### src/rtl/uart_cmd_ctl.sv
// ---------------------------------------------------------------------------
// uart_cmd_ctl
// Host-facing UART command front-end of the plasma simulator. It receives
// ASCII commands on an 8N1 serial line ("*<letter><hex digits>"), parses the
// hex field and drives the compute core's particle-load, B-field, run-start
// and grid-readback interfaces. Grid read results are returned as ASCII.
//
// Ports:
//   sys_clk, usr_rst     system clock, asynchronous active-low reset
//   rxd_i / txd_o        UART receive / transmit lines (idle high)
//   p_wr_en/addr/data    particle RAM write (address auto-increments)
//   bmag_wr, bmag        magnetic-field magnitude register + update strobe
//   go, num_iters, busy  run-start strobe, iteration count, core busy flag
//   grid_rd_*            grid readback request / response handshake
// ---------------------------------------------------------------------------
module uart_cmd_ctl #(
  parameter int CLK_FREQ  = 200_000_000,
  parameter int BAUD_RATE = 9_600,
  parameter int PADDR_W   = 10
) (
  input  logic               sys_clk,
  input  logic               usr_rst,
  input  logic               rxd_i,
  output logic               txd_o,
  output logic               p_wr_en,
  output logic [PADDR_W-1:0] p_wr_addr,
  output logic [51:0]        p_wr_data,
  output logic               bmag_wr,
  output logic [27:0]        bmag,
  output logic               go,
  output logic [31:0]        num_iters,
  input  logic               busy,
  output logic               grid_rd_en,
  output logic               grid_rd_sel,
  output logic [11:0]        grid_rd_addr,
  input  logic [31:0]        grid_rd_data,
  input  logic               grid_rd_valid
);

  localparam int DIV = (CLK_FREQ + BAUD_RATE / 2) / BAUD_RATE;
  localparam int CW  = $clog2(DIV + 1);
  localparam logic [CW-1:0] DIV_M1  = CW'(DIV - 1);
  localparam logic [CW-1:0] HALF_M1 = CW'(DIV / 2 - 1);

  localparam logic [7:0] CH_STAR = 8'h2A;
  localparam logic [7:0] CH_P    = 8'h70;
  localparam logic [7:0] CH_M    = 8'h6D;
  localparam logic [7:0] CH_G    = 8'h67;
  localparam logic [7:0] CH_C    = 8'h63;
  localparam logic [7:0] CH_E    = 8'h65;
  localparam logic [7:0] CH_LF   = 8'h0A;

  typedef enum logic [1:0] {RX_IDLE, RX_START, RX_DATA, RX_STOP} rx_state_t;
  typedef enum logic [1:0] {TX_IDLE, TX_START, TX_DATA, TX_STOP} tx_state_t;
  typedef enum logic [2:0] {P_IDLE, P_CMD, P_HEX, P_EXEC, P_WAIT_RD, P_RESP} p_state_t;

  // Receiver state
  logic [2:0]    rx_sync_q;
  rx_state_t     rx_state_q;
  logic [CW-1:0] rx_cnt_q;
  logic [2:0]    rx_bit_q;
  logic [7:0]    rx_shift_q;
  logic          rx_valid_q;
  logic [7:0]    rx_byte_q;

  // Transmitter state
  tx_state_t     tx_state_q;
  logic [CW-1:0] tx_cnt_q;
  logic [2:0]    tx_bit_q;
  logic [7:0]    tx_shift_q;
  logic          txd_q;
  logic          tx_busy;

  // Parser state and registered outputs
  p_state_t           p_state_q;
  logic [7:0]         cmd_q;
  logic [3:0]         need_q;
  logic [3:0]         digits_q;
  logic [51:0]        field_q;
  logic [31:0]        rdata_q;
  logic [3:0]         resp_idx_q;
  logic               tx_start_q;
  logic [7:0]         tx_byte_q;
  logic               p_wr_en_q;
  logic [PADDR_W-1:0] p_wr_addr_q;
  logic [51:0]        p_wr_data_q;
  logic               bmag_wr_q;
  logic [27:0]        bmag_q;
  logic               go_q;
  logic [31:0]        num_iters_q;
  logic               grid_rd_en_q;
  logic               grid_rd_sel_q;
  logic [11:0]        grid_rd_addr_q;

  logic       hex_vld;
  logic [3:0] hex_nib;
  logic [2:0] nib_sel;
  logic [3:0] resp_nib;
  logic [7:0] resp_byte;

  // rx_sync_q[1] is the synchronized line, rx_sync_q[2] its previous value,
  // so a 1->0 step between them marks a candidate start bit.
  always_ff @(posedge sys_clk or negedge usr_rst) begin
    if (!usr_rst) begin
      rx_sync_q  <= 3'b111;
      rx_state_q <= RX_IDLE;
      rx_cnt_q   <= '0;
      rx_bit_q   <= '0;
      rx_shift_q <= '0;
      rx_valid_q <= 1'b0;
      rx_byte_q  <= '0;
    end else begin
      rx_sync_q  <= {rx_sync_q[1:0], rxd_i};
      rx_valid_q <= 1'b0;
      case (rx_state_q)
        RX_IDLE: begin
          rx_cnt_q <= '0;
          if (rx_sync_q[2] && !rx_sync_q[1]) rx_state_q <= RX_START;
        end
        RX_START: begin
          if (rx_cnt_q == HALF_M1) begin
            rx_cnt_q   <= '0;
            rx_bit_q   <= '0;
            rx_state_q <= rx_sync_q[1] ? RX_IDLE : RX_DATA;
          end else begin
            rx_cnt_q <= rx_cnt_q + 1'b1;
          end
        end
        RX_DATA: begin
          if (rx_cnt_q == DIV_M1) begin
            rx_cnt_q   <= '0;
            rx_shift_q <= {rx_sync_q[1], rx_shift_q[7:1]};
            rx_bit_q   <= rx_bit_q + 1'b1;
            if (rx_bit_q == 3'd7) rx_state_q <= RX_STOP;
          end else begin
            rx_cnt_q <= rx_cnt_q + 1'b1;
          end
        end
        RX_STOP: begin
          if (rx_cnt_q == DIV_M1) begin
            // A low stop bit is a framing error: the byte is dropped.
            if (rx_sync_q[1]) begin
              rx_valid_q <= 1'b1;
              rx_byte_q  <= rx_shift_q;
            end
            rx_state_q <= RX_IDLE;
          end else begin
            rx_cnt_q <= rx_cnt_q + 1'b1;
          end
        end
        default: rx_state_q <= RX_IDLE;
      endcase
    end
  end

  assign tx_busy = (tx_state_q != TX_IDLE);

  // 8N1 transmitter; a byte is only taken from tx_byte_q while idle.
  always_ff @(posedge sys_clk or negedge usr_rst) begin
    if (!usr_rst) begin
      tx_state_q <= TX_IDLE;
      tx_cnt_q   <= '0;
      tx_bit_q   <= '0;
      tx_shift_q <= '0;
      txd_q      <= 1'b1;
    end else begin
      case (tx_state_q)
        TX_IDLE: begin
          txd_q    <= 1'b1;
          tx_cnt_q <= '0;
          if (tx_start_q) begin
            tx_shift_q <= tx_byte_q;
            txd_q      <= 1'b0;
            tx_state_q <= TX_START;
          end
        end
        TX_START, TX_DATA: begin
          if (tx_cnt_q == DIV_M1) begin
            tx_cnt_q <= '0;
            if (tx_state_q == TX_DATA && tx_bit_q == 3'd7) begin
              txd_q      <= 1'b1;
              tx_state_q <= TX_STOP;
            end else begin
              txd_q      <= tx_shift_q[0];
              tx_shift_q <= {1'b0, tx_shift_q[7:1]};
              tx_bit_q   <= (tx_state_q == TX_START) ? 3'd0 : tx_bit_q + 1'b1;
              tx_state_q <= TX_DATA;
            end
          end else begin
            tx_cnt_q <= tx_cnt_q + 1'b1;
          end
        end
        TX_STOP: begin
          if (tx_cnt_q == DIV_M1) tx_state_q <= TX_IDLE;
          else                    tx_cnt_q   <= tx_cnt_q + 1'b1;
        end
        default: tx_state_q <= TX_IDLE;
      endcase
    end
  end

  // Hex digit decode; upper and lower case letters share the low nibble.
  always_comb begin
    hex_vld = 1'b1;
    hex_nib = rx_byte_q[3:0];
    if (rx_byte_q >= 8'h30 && rx_byte_q <= 8'h39) begin
      hex_nib = rx_byte_q[3:0];
    end else if ((rx_byte_q >= 8'h61 && rx_byte_q <= 8'h66) ||
                 (rx_byte_q >= 8'h41 && rx_byte_q <= 8'h46)) begin
      hex_nib = rx_byte_q[3:0] + 4'd9;
    end else begin
      hex_vld = 1'b0;
    end
  end

  // Response byte: '*', letter, 8 lowercase hex digits MSB first, LF.
  always_comb begin
    nib_sel  = 3'(4'd9 - resp_idx_q);
    resp_nib = rdata_q[{nib_sel, 2'b00} +: 4];
    case (resp_idx_q)
      4'd0:    resp_byte = CH_STAR;
      4'd1:    resp_byte = cmd_q;
      4'd10:   resp_byte = CH_LF;
      default: resp_byte = (resp_nib < 4'd10) ? {4'h3, resp_nib} : 8'h57 + {4'h0, resp_nib};
    endcase
  end

  // Command parser. Strobes default low so each lasts exactly one cycle;
  // the particle address advances in the cycle after its write strobe.
  always_ff @(posedge sys_clk or negedge usr_rst) begin
    if (!usr_rst) begin
      p_state_q      <= P_IDLE;
      cmd_q          <= '0;
      need_q         <= '0;
      digits_q       <= '0;
      field_q        <= '0;
      rdata_q        <= '0;
      resp_idx_q     <= '0;
      tx_start_q     <= 1'b0;
      tx_byte_q      <= '0;
      p_wr_en_q      <= 1'b0;
      p_wr_addr_q    <= '0;
      p_wr_data_q    <= '0;
      bmag_wr_q      <= 1'b0;
      bmag_q         <= '0;
      go_q           <= 1'b0;
      num_iters_q    <= '0;
      grid_rd_en_q   <= 1'b0;
      grid_rd_sel_q  <= 1'b0;
      grid_rd_addr_q <= '0;
    end else begin
      p_wr_en_q    <= 1'b0;
      bmag_wr_q    <= 1'b0;
      go_q         <= 1'b0;
      grid_rd_en_q <= 1'b0;
      tx_start_q   <= 1'b0;
      if (p_wr_en_q) p_wr_addr_q <= p_wr_addr_q + 1'b1;
      case (p_state_q)
        P_IDLE: begin
          if (rx_valid_q && rx_byte_q == CH_STAR) p_state_q <= P_CMD;
        end
        P_CMD: begin
          if (rx_valid_q && rx_byte_q != CH_STAR) begin
            cmd_q     <= rx_byte_q;
            field_q   <= '0;
            digits_q  <= '0;
            p_state_q <= P_HEX;
            case (rx_byte_q)
              CH_P:       need_q <= 4'd13;
              CH_M:       need_q <= 4'd7;
              CH_G:       need_q <= 4'd8;
              CH_C, CH_E: need_q <= 4'd3;
              default:    p_state_q <= P_IDLE;
            endcase
          end
        end
        P_HEX: begin
          if (rx_valid_q) begin
            if (rx_byte_q == CH_STAR) begin
              p_state_q <= P_CMD;
            end else if (hex_vld) begin
              field_q  <= {field_q[47:0], hex_nib};
              digits_q <= digits_q + 1'b1;
              if (digits_q + 4'd1 == need_q) p_state_q <= P_EXEC;
            end else begin
              p_state_q <= P_IDLE;
            end
          end
        end
        P_EXEC: begin
          p_state_q <= P_IDLE;
          case (cmd_q)
            CH_P: begin
              p_wr_data_q <= field_q;
              p_wr_en_q   <= 1'b1;
            end
            CH_M: begin
              bmag_q    <= field_q[27:0];
              bmag_wr_q <= 1'b1;
            end
            CH_G: begin
              if (!busy) begin
                num_iters_q <= field_q[31:0];
                go_q        <= 1'b1;
              end
            end
            CH_C, CH_E: begin
              grid_rd_addr_q <= field_q[11:0];
              grid_rd_sel_q  <= (cmd_q == CH_E);
              grid_rd_en_q   <= 1'b1;
              p_state_q      <= P_WAIT_RD;
            end
            default: p_state_q <= P_IDLE;
          endcase
        end
        P_WAIT_RD: begin
          if (grid_rd_valid) begin
            rdata_q    <= grid_rd_data;
            resp_idx_q <= '0;
            p_state_q  <= P_RESP;
          end
        end
        P_RESP: begin
          // tx_start_q is checked too because tx_busy rises one cycle late.
          if (!tx_busy && !tx_start_q) begin
            if (resp_idx_q == 4'd11) begin
              p_state_q <= P_IDLE;
            end else begin
              tx_start_q <= 1'b1;
              tx_byte_q  <= resp_byte;
              resp_idx_q <= resp_idx_q + 1'b1;
            end
          end
        end
        default: p_state_q <= P_IDLE;
      endcase
    end
  end

  assign txd_o        = txd_q;
  assign p_wr_en      = p_wr_en_q;
  assign p_wr_addr    = p_wr_addr_q;
  assign p_wr_data    = p_wr_data_q;
  assign bmag_wr      = bmag_wr_q;
  assign bmag         = bmag_q;
  assign go           = go_q;
  assign num_iters    = num_iters_q;
  assign grid_rd_en   = grid_rd_en_q;
  assign grid_rd_sel  = grid_rd_sel_q;
  assign grid_rd_addr = grid_rd_addr_q;

endmodule

### config.mk
export PLATFORM = sky130hd
export DESIGN_NAME = uart_cmd_ctl
export DESIGN_NICKNAME = d
export VERILOG_FILES = /design/src/rtl/uart_cmd_ctl.sv
export SDC_FILE = /design/constraint.sdc
export NUM_CORES = 1
export LEC_CHECK = 0
export ABC_CLOCK_PERIOD_IN_PS = 7600
export CORE_ASPECT_RATIO = 1.25
export CORE_MARGIN = 3
export CORE_UTILIZATION = 50
export CTS_CLUSTER_SIZE = 8
export DETAILED_ROUTE_END_ITERATION = 16
export PLACE_DENSITY = 0.73
export SKIP_CTS_REPAIR_TIMING = 1
export SLEW_MARGIN = 20
export SYNTH_ARGS = -nofsm -noshare
export SYNTH_HDL_FRONTEND = slang
export SYNTH_SLANG_ARGS = --single-unit
export TNS_END_PERCENT = 5
### constraint.sdc
create_clock -name sys_clk -period 7.6 [get_ports sys_clk]
set_input_delay 1.52 -clock sys_clk [delete_from_list [all_inputs] [get_ports sys_clk]]
set_output_delay 1.52 -clock sys_clk [all_outputs]
set_load 0.02 [all_outputs]
==> summary.txt, run 1 <==
Status: complete, no violations
R2r startpoint: rx_byte_q[3]$_DFFE_PN0P_
Crit share post-route: 41.8%
Crit. End Element: output port
Worst Hold Depth: 0
Max-slew headroom: 38.8%
Routed len/inst: 18.4 microns
Power Total: 0.00438 W
R2R cell count: 6
Initial DRC count: 447
Cell Count, Final, Fillers Out: 1,585
TritonCTS buffer count: 46
GR peak layer: met2
Final wirelength: 29,100 microns
Die H: 192 microns
Root Driver: clkbuf_16
GRT Total Usage: 19.7%
I/O Buffers: 176
Leak: 7.93 nW
Die area: 0.0296 sq mm
RSZ-0062 raised after global routing: false
Vias in the first global route: 9,236
HPWL after detailed placement: 19,300 microns
Worst reg2reg path endpoint: field_q[50]$_DFFE_PN0P_
Core region area: 0.0270 sq mm
Yosys warns: 0
Critical path arrival: 1.66 ns
Clk pin slew, worst setup/hold paths: 0.05 ns
Post-route setup TNS: 0 ns
Power density cells: 255 mW/mm^2
Clk_lat worst skew: 0.53 ns
Hold Path Sink: rx_sync_q[1]$_DFF_PN1_
Synth unique cells: 66
Post-synth ARST share: 100%
Ant diodes: 0
GRT met2 Usage: 35.0%
Worst-path fanout max: 3
Post-synthesis sequential area ratio: 58.8%
Vias per Instance: 5.56
Crit start category: flop
Synth-to-layout area growth: 24.5%
Synth Net Count: 1,096
Effective utilization at floorplan: 51.1%
Pins Over Slew Limit: 0
CP max stage cell: clkdlybuf4s50_1
Rows: 67
Total number of vias: 8,818
Post-Synthesis Cells: 1,034
CTS Buffer Depth: 3
First-pass GRT wire length: 47,700 microns
Met3 Use GR: 2.86%
CTS tree: done
Final hold vios: 0
CP Cell Sequence: clkdlybuf4s50_1
R2r setup slk: 4.56 ns
CP top delay family: buffers and inverters
Max-capacitance violation count: 0
Io pins: 177
Drt first pass iters: 4
# DRC: 0
Layout cell share with drive strength beyond 1: 23.0%
Post-route ant nets: 0
Clk sinks: 324
Worst path bufs/invs: 1
Final min period: 3.18 ns
#FFs+latches synth: 324
Worst path required time: 6.08 ns
Worst Tran Pin Value: 0.918 ns
Initial antenna violation count: 0
Critical path class: flop to output port
Placed Cells: 1,518
Top_reg_cell synth: dfrtp_1
H-tree depth: 2
GR Util met1: 24.4%
GRT overflow: 0
Max frequency: 0.314 GHz
Post-Route Skew: 0.00921 ns
Worst Hold Class: flop to flop
Synth Area per Inst: 13.3 sq um
Largest net degree at the start of global routing: 153
Maximum vdd drop: 0.267 mV
GPL Wtd Cong: 0.838
Synth Cell Area: 0.0138 sq mm
Post-synth EDFFs: 0
Worst hold path startpoint: rx_sync_q[0]$_DFF_PN1_
Final setup vio count: 0
Nets: 1,284
DIE WIDTH: 155 microns
Slowest cell delay on critical path: 0.60 ns
-- area by class of cell --
class	instances	area, sq um
fill	2046	9830
multi-input combinational	638	5400
timing repair buffer	186	1850
clock buffer	62	1210
clock inverter	4	63.8
sequential	324	8110
tap	345	432
inverter	26	97.6
-- kinds of logic (layout without fill, tap and decap cells) --
family	Yosys count	in the layout	share of synthesized area, %
flip-flops	324	324	58.8
AND/OR/NAND/NOR	222	222	8.59
multiplexers	208	208	17.6
AO/OA/AOI/OAI	137	137	7.46
buffers and inverters	72	278	2.34
XOR/XNOR	46	46	2.92
adder cells (fa/ha/maj)	25	25	2.27
-- per-stage QoR --
step                      util, %  instance area [sq um]  hold slack [ns]  setup slack, ns
after floorplan                 -                  13800            0.345             4.69
after global placement       58.8                  15900            0.347             4.15
after detailed placement     58.8                  15900            0.349             4.11
after CTS                    63.5                  17200            0.356             4.25
after global routing         63.6                  17200            0.361             4.38
final                        63.6                  17200            0.355             4.42
-- cell usage after synthesis (19+ instances only) --
master	number	area share, %
mux2_2	194	16
inv_1	24	0.65
clkbuf_1	28	0.76
dfrtp_1	320	58
xnor2_1	25	1.6
xor2_1	21	1.3
nand2_1	62	1.7
ha_1	25	2.3
nor2_1	48	1.3
o21ai_0	19	0.69
a21oi_1	19	0.69
a22o_1	53	3.4
-- placed cells by master, fill, tap and decap left out, types with 6 or more instances in the layout --
| cell type | count |
|---|---|
| o31ai_1 | 6 |
| and3_1 | 9 |
| nand3_1 | 17 |
| inv_1 | 24 |
| xnor2_1 | 25 |
| mux2_2 | 194 |
| buf_4 | 9 |
| nand2b_1 | 10 |
| dfrtp_1 | 320 |
| clkbuf_16 | 46 |
| o21ai_0 | 19 |
| a211oi_1 | 6 |
| xor2_1 | 21 |
| nand2_1 | 62 |
| mux2i_1 | 6 |
| clkdlybuf4s50_1 | 175 |
| nor2_1 | 48 |
| mux4_2 | 8 |
| nand3b_1 | 7 |
| ha_1 | 25 |
| nor3_1 | 9 |
| nor2b_1 | 7 |
| nand4_1 | 11 |
| a22o_1 | 53 |
| a21oi_1 | 19 |
| clkbuf_1 | 16 |
-- flip-flops by register name (all words and copies together) (netlist names), 10 cells and up, named ones only --
register,cells
bmag,28
num_iters,32
grid_rd_addr,12
rdata_q,32
rx_cnt_q,15
field_q,52
tx_cnt_q,15
p_wr_data,52
p_wr_addr,10
-- power breakdown --
group	internal, W	total (W)	leakage (nW)	switching [W]
clock network	0.00113	0.00181	0.616	0.000686
logic	0.000298	0.000559	2.92	0.000261
registers	0.00189	0.00201	4.40	0.000121
total	0.00331	0.00438	7.93	0.00107
-- how the worst max path moves through the flow --
stage | start | end | slack (ns) | depth (start not counted)
global route | txd_o$_DFFE_PN1P_ | txd_o | 4.38 | 1
detailed placement | busy | num_iters[6]$_DFFE_PN0P_ | 4.11 | 3
global placement | busy | num_iters[19]$_DFFE_PN0P_ | 4.15 | 3
finish | txd_o$_DFFE_PN1P_ | txd_o | 4.42 | 1
floorplan | grid_rd_valid | rdata_q[10]$_DFFE_PN0P_ | 4.69 | 4
CTS | rx_byte_q[3]$_DFFE_PN0P_ | field_q[25]$_DFFE_PN0P_ | 4.25 | 5
-- layer usage --
metal / up-vias / share of wire [%]
li1: 4097 / -
met2: 189 / 52
met3: 73 / 3.9
met1: 4459 / 40
met5: - / 0
met4: 0 / 3.5
Power figures use the tool's default switching activity.
==> inputs of run 2 (changes only) <==
- ABC_CLOCK_PERIOD_IN_PS: 7600 -> 3100
- clock period: 7.6 -> 3.1 ns (I/O delays scaled with it)
==> run 2 against run 1 <==
- sequential share of layout area decreased by 0.35 points
- setup slack got worse by 4.0 ns
- cell count increased by 0.38%
- design area increased by 0.74%
- first-iteration DRC count decreased by 3.1%
- non-clock buffer count increased by 13
- critical path type is now flop to flop
- critical endpoint is now tx_byte_q[2]$_DFFE_PN0P_
- largest power group unchanged
==> summary.txt, run 2 (synthesis gave the netlist of run 1 again) <==
Most frequent cell on the critical path: inv_1
# DRC: 0
Clk sinks: 324
CP Cell Sequence: mux4_2 > mux2_2 > inv_1 > ha_1 > inv_1 > or4b_1 > and3_1
CP top delay family: multiplexers
Clk_lat worst skew: 0.54 ns
Post-route setup TNS: 0 ns
Max-slew headroom: 47.2%
Nets: 1,297
CP max stage cell: dfrtp_1
RSZ-0062 raised after global routing: false
Leak: 8.00 nW
Worst Tran Pin Value: 0.772 ns
Crit start category: flop
GRT Total Usage: 19.9%
Final setup vio count: 0
Largest net degree at the start of global routing: 86
GRT overflow: 0
Final min period: 2.69 ns
Max frequency: 0.372 GHz
CTS tree: done
Rows: 67
Effective utilization at floorplan: 51.1%
Pins Over Slew Limit: 0
Die H: 192 microns
Core region area: 0.0270 sq mm
Post-route ant nets: 0
Post-Route Skew: 0.0159 ns
Routed len/inst: 18.4 microns
Initial DRC count: 433
Final hold vios: 0
Max-capacitance violation count: 0
Drt first pass iters: 5
Worst path bufs/invs: 2
Clk pin slew, worst setup/hold paths: 0.05 ns
Commonest non-fill, non-tap cell in the layout: dfrtp_1
Initial antenna violation count: 0
HPWL after detailed placement: 19,700 microns
Die area: 0.0296 sq mm
Crit share post-route: 86.8%
Slowest cell delay on critical path: 0.72 ns
TritonCTS buffer count: 46
Final Util: 64.1%
Synth-to-layout area growth: 25.4%
Fillers: 2,059
CTS Buffer Depth: 3
Worst path required time: 3.52 ns
Critical path class: flop to flop
Power density cells: 620 mW/mm^2
Root Driver: clkbuf_16
Layout cell share with drive strength beyond 1: 23.8%
Worst Hold Class: input pin to asynchronous set/reset pin
Final wirelength: 29,300 microns
Crit. End Element: flop
I/O Buffers: 176
Io pins: 177
Vias in the first global route: 9,252
Cell Count, Final, Fillers Out: 1,591
Ant diodes: 0
Worst-path fanout max: 13
Maximum vdd drop: 0.647 mV
Final instance area: 0.0173 sq mm
GPL Wtd Cong: 0.828
Critical path arrival: 3.11 ns
Vias per Instance: 5.57
Placed Cells: 1,532
DIE WIDTH: 155 microns
First-pass GRT wire length: 48,400 microns
Most frequent cells in the layout: dfrtp_1 (320), mux2_2 (194), clkdlybuf4s50_1 (175)
DP Area: 0.0160 sq mm
Status: complete, no violations
Total number of vias: 8,860
H-tree depth: 2
-- run 2: metrics by stage --
| step | hold slack, ns | power [W] | setup WS, ns |
|---|---|---|---|
| 2_1_floorplan | 0.324 | 0.00593 | 0.487 |
| 6_report | 0.107 | 0.0107 | 0.408 |
| 4_1_cts | 0.112 | 0.0109 | 0.393 |
| 3_5_place_dp | 0.353 | 0.00639 | 0.409 |
| 3_3_place_gp | 0.346 | 0.00635 | 0.440 |
| 5_1_grt | 0.147 | 0.0112 | 0.192 |
-- run 2: worst paths after layout --
kind	depth (start not counted)	slack [ns]	startpoint	end
min	1	0.11	usr_rst	rdata_q[21]$_DFFE_PN0P_
min reg2reg	0	0.36	rx_sync_q[0]$_DFF_PN1_	rx_sync_q[1]$_DFF_PN1_
max in group asynchronous	2	2.16	usr_rst	field_q[45]$_DFFE_PN0P_
min in group sys_clk	0	0.36	rx_sync_q[0]$_DFF_PN1_	rx_sync_q[1]$_DFF_PN1_
max reg2reg	7	0.41	resp_idx_q[0]$_DFFE_PN0P_	tx_byte_q[2]$_DFFE_PN0P_
max	7	0.41	resp_idx_q[0]$_DFFE_PN0P_	tx_byte_q[2]$_DFFE_PN0P_
-- run 2: report_power, final --
part | switching [W] | internal [W]
clock | 0.00173 | 0.00267
sequential | 0.000317 | 0.00462
combinational | 0.000626 | 0.000752
-- run 2: metal layers --
layer  wire length (microns)  up-vias  global-route usage, %  part of all wire [%]
li1                        -     4108                      -                     -
met1                   12400     4522                   25.6                    42
met2                   15200      172                   35.0                    52
met3                    1020       58                   2.95                   3.5
met4                     683        0                   5.78                   2.3
met5                       0        -                      0                     0
-- run 2: area by class of cell --
class,instances,area [sq um],share of cell area (%)
clock buffers,55,1180,6.85
well taps,345,432,2.50
inverters,26,97.6,0.564
flip-flops and latches,324,8110,46.9
repair buffers,199,2010,11.6
clock inverters,4,61.3,0.355
multi-input cells,638,5390,31.2
==> inputs of run 3 (changes only) <==
- SETUP_SLACK_MARGIN: unset -> 0.4
==> run 3 against run 2 <==
- sequential share of layout area about the same
- wire length decreased by 0.32%
- critical endpoint is now digits_q[0]$_DFFE_PN0P_
- clock power about the same
- power is 0.13% higher
- utilization rose by 0.051 points
- critical path type unchanged
- fmax increased by 1.4%
==> summary.txt, run 3 (synthesis gave the netlist of run 1 again) <==
Status: complete, no violations
Worst path required time: 3.52 ns
Pins Over Slew Limit: 0
HPWL after detailed placement: 19,700 microns
DIE WIDTH: 155 microns
Clk sinks: 324
Slowest cell delay on critical path: 0.74 ns
Max-capacitance violation count: 0
Pre-CTS WS: 0.409 ns
TritonCTS buffer count: 46
I/O Buffers: 176
Post-route setup TNS: 0 ns
Worst-path fanout max: 28
Leak: 8.00 nW
Initial DRC count: 427
Maximum vdd drop: 0.648 mV
Vias in the first global route: 9,252
Crit. End Element: flop
Nets: 1,297
Effective utilization at floorplan: 51.1%
Power Total: 0.0107 W
CP max stage cell: a2111oi_0
GRT Total Usage: 19.9%
Worst path bufs/invs: 1
Clk pin slew, worst setup/hold paths: 0.05 ns
Layout cell share with drive strength beyond 1: 24.0%
First-pass GRT wire length: 48,400 microns
Post-route ant nets: 0
Commonest non-fill, non-tap cell in the layout: dfrtp_1
Ant diodes: 0
Routed len/inst: 18.4 microns
DRT met1 WL: 12,300 microns
Largest net degree at the start of global routing: 86
Synth-to-layout area growth: 25.5%
Io pins: 177
Placed Cells: 1,532
Final min period: 2.65 ns
R2R cell count: 5
Max-slew headroom: 47.4%
Root Driver: clkbuf_16
Clk_lat worst skew: 0.54 ns
Drt first pass iters: 5
RSZ-0062 raised after global routing: true
Met2 WL: 15,200 microns
H-tree depth: 2
Rows: 67
CTS Buffer Depth: 3
Most frequent cells in the layout: dfrtp_1 (319), mux2_2 (194), clkdlybuf4s50_1 (175)
Fillers: 2,057
Top sig layer: met4
Die area: 0.0296 sq mm
GPL Wtd Cong: 0.828
CTS tree: done
PnR worst setup slack: 0.446 ns
CP top delay family: compound AO/OA/AOI/OAI gates
Crit share post-route: 85.6%
DR WL met3: 1080 microns
Initial antenna violation count: 0
Cell Count, Final, Fillers Out: 1,591
Critical path class: flop to flop
Max frequency: 0.377 GHz
GRT overflow: 0
CP Cell Sequence: or3b_2 > a2111oi_0 > o31ai_4 > buf_4 > mux2_2
Post-Route Skew: 0.0165 ns
# DRC: 0
Core region area: 0.0270 sq mm
Final hold vios: 0
Worst Hold Class: input pin to asynchronous set/reset pin
Cell count along the critical path: 5
Worst Tran Pin Value: 0.769 ns
Critical path arrival: 3.08 ns
Vias per Instance: 5.56
Die H: 192 microns
Power density cells: 620 mW/mm^2
Final setup vio count: 0
Total number of vias: 8,848
Crit start category: flop
Final wirelength: 29,200 microns
[run 3: per-stage QoR]
stage | hold WS (ns) | utilization (%) | area, sq um
after detailed placement | 0.353 | 59.4 | 16000
final | 0.108 | 64.1 | 17300
after CTS | 0.112 | 64.1 | 17300
after floorplan | 0.324 | - | 13800
after global routing | 0.147 | 64.1 | 17300
after global placement | 0.346 | 59.4 | 16000
[run 3: area by class of cell]
| cell class | count | area (sq um) | share of cell area, % |
|---|---|---|---|
| repair buffers | 199 | 2010 | 11.6 |
| inverters | 26 | 97.6 | 0.564 |
| flip-flops and latches | 324 | 8110 | 46.9 |
| clock inverters | 4 | 61.3 | 0.354 |
| multi-input cells | 638 | 5400 | 31.2 |
| well taps | 345 | 432 | 2.49 |
| clock buffers | 55 | 1180 | 6.85 |
[run 3: path summary, 6_finish.rpt]
kind / from / end / slack, ns
hold / removal: usr_rst / rdata_q[21]$_DFFE_PN0P_ / 0.11
min in group sys_clk: rx_sync_q[0]$_DFF_PN1_ / rx_sync_q[1]$_DFF_PN1_ / 0.36
setup reg to reg: p_state_q[0]$_DFFE_PN0P_ / digits_q[0]$_DFFE_PN0P_ / 0.45
max in group asynchronous: usr_rst / field_q[41]$_DFFE_PN0P_ / 2.16
setup / recovery: p_state_q[0]$_DFFE_PN0P_ / digits_q[0]$_DFFE_PN0P_ / 0.45
hold reg to reg: rx_sync_q[0]$_DFF_PN1_ / rx_sync_q[1]$_DFF_PN1_ / 0.36
[run 3: report_power, final]
part | switching (W) | total (W) | internal, W
registers | 0.000321 | 0.00495 | 0.00463
logic | 0.000625 | 0.00139 | 0.000763
clock network | 0.00173 | 0.00439 | 0.00267
[run 3: per-layer routing]
layer / track usage (%) / vias up
li1: - / 4107
met1: 25.6 / 4515
met2: 35.0 / 170
met3: 2.95 / 56
met4: 5.78 / 0
met5: 0 / -
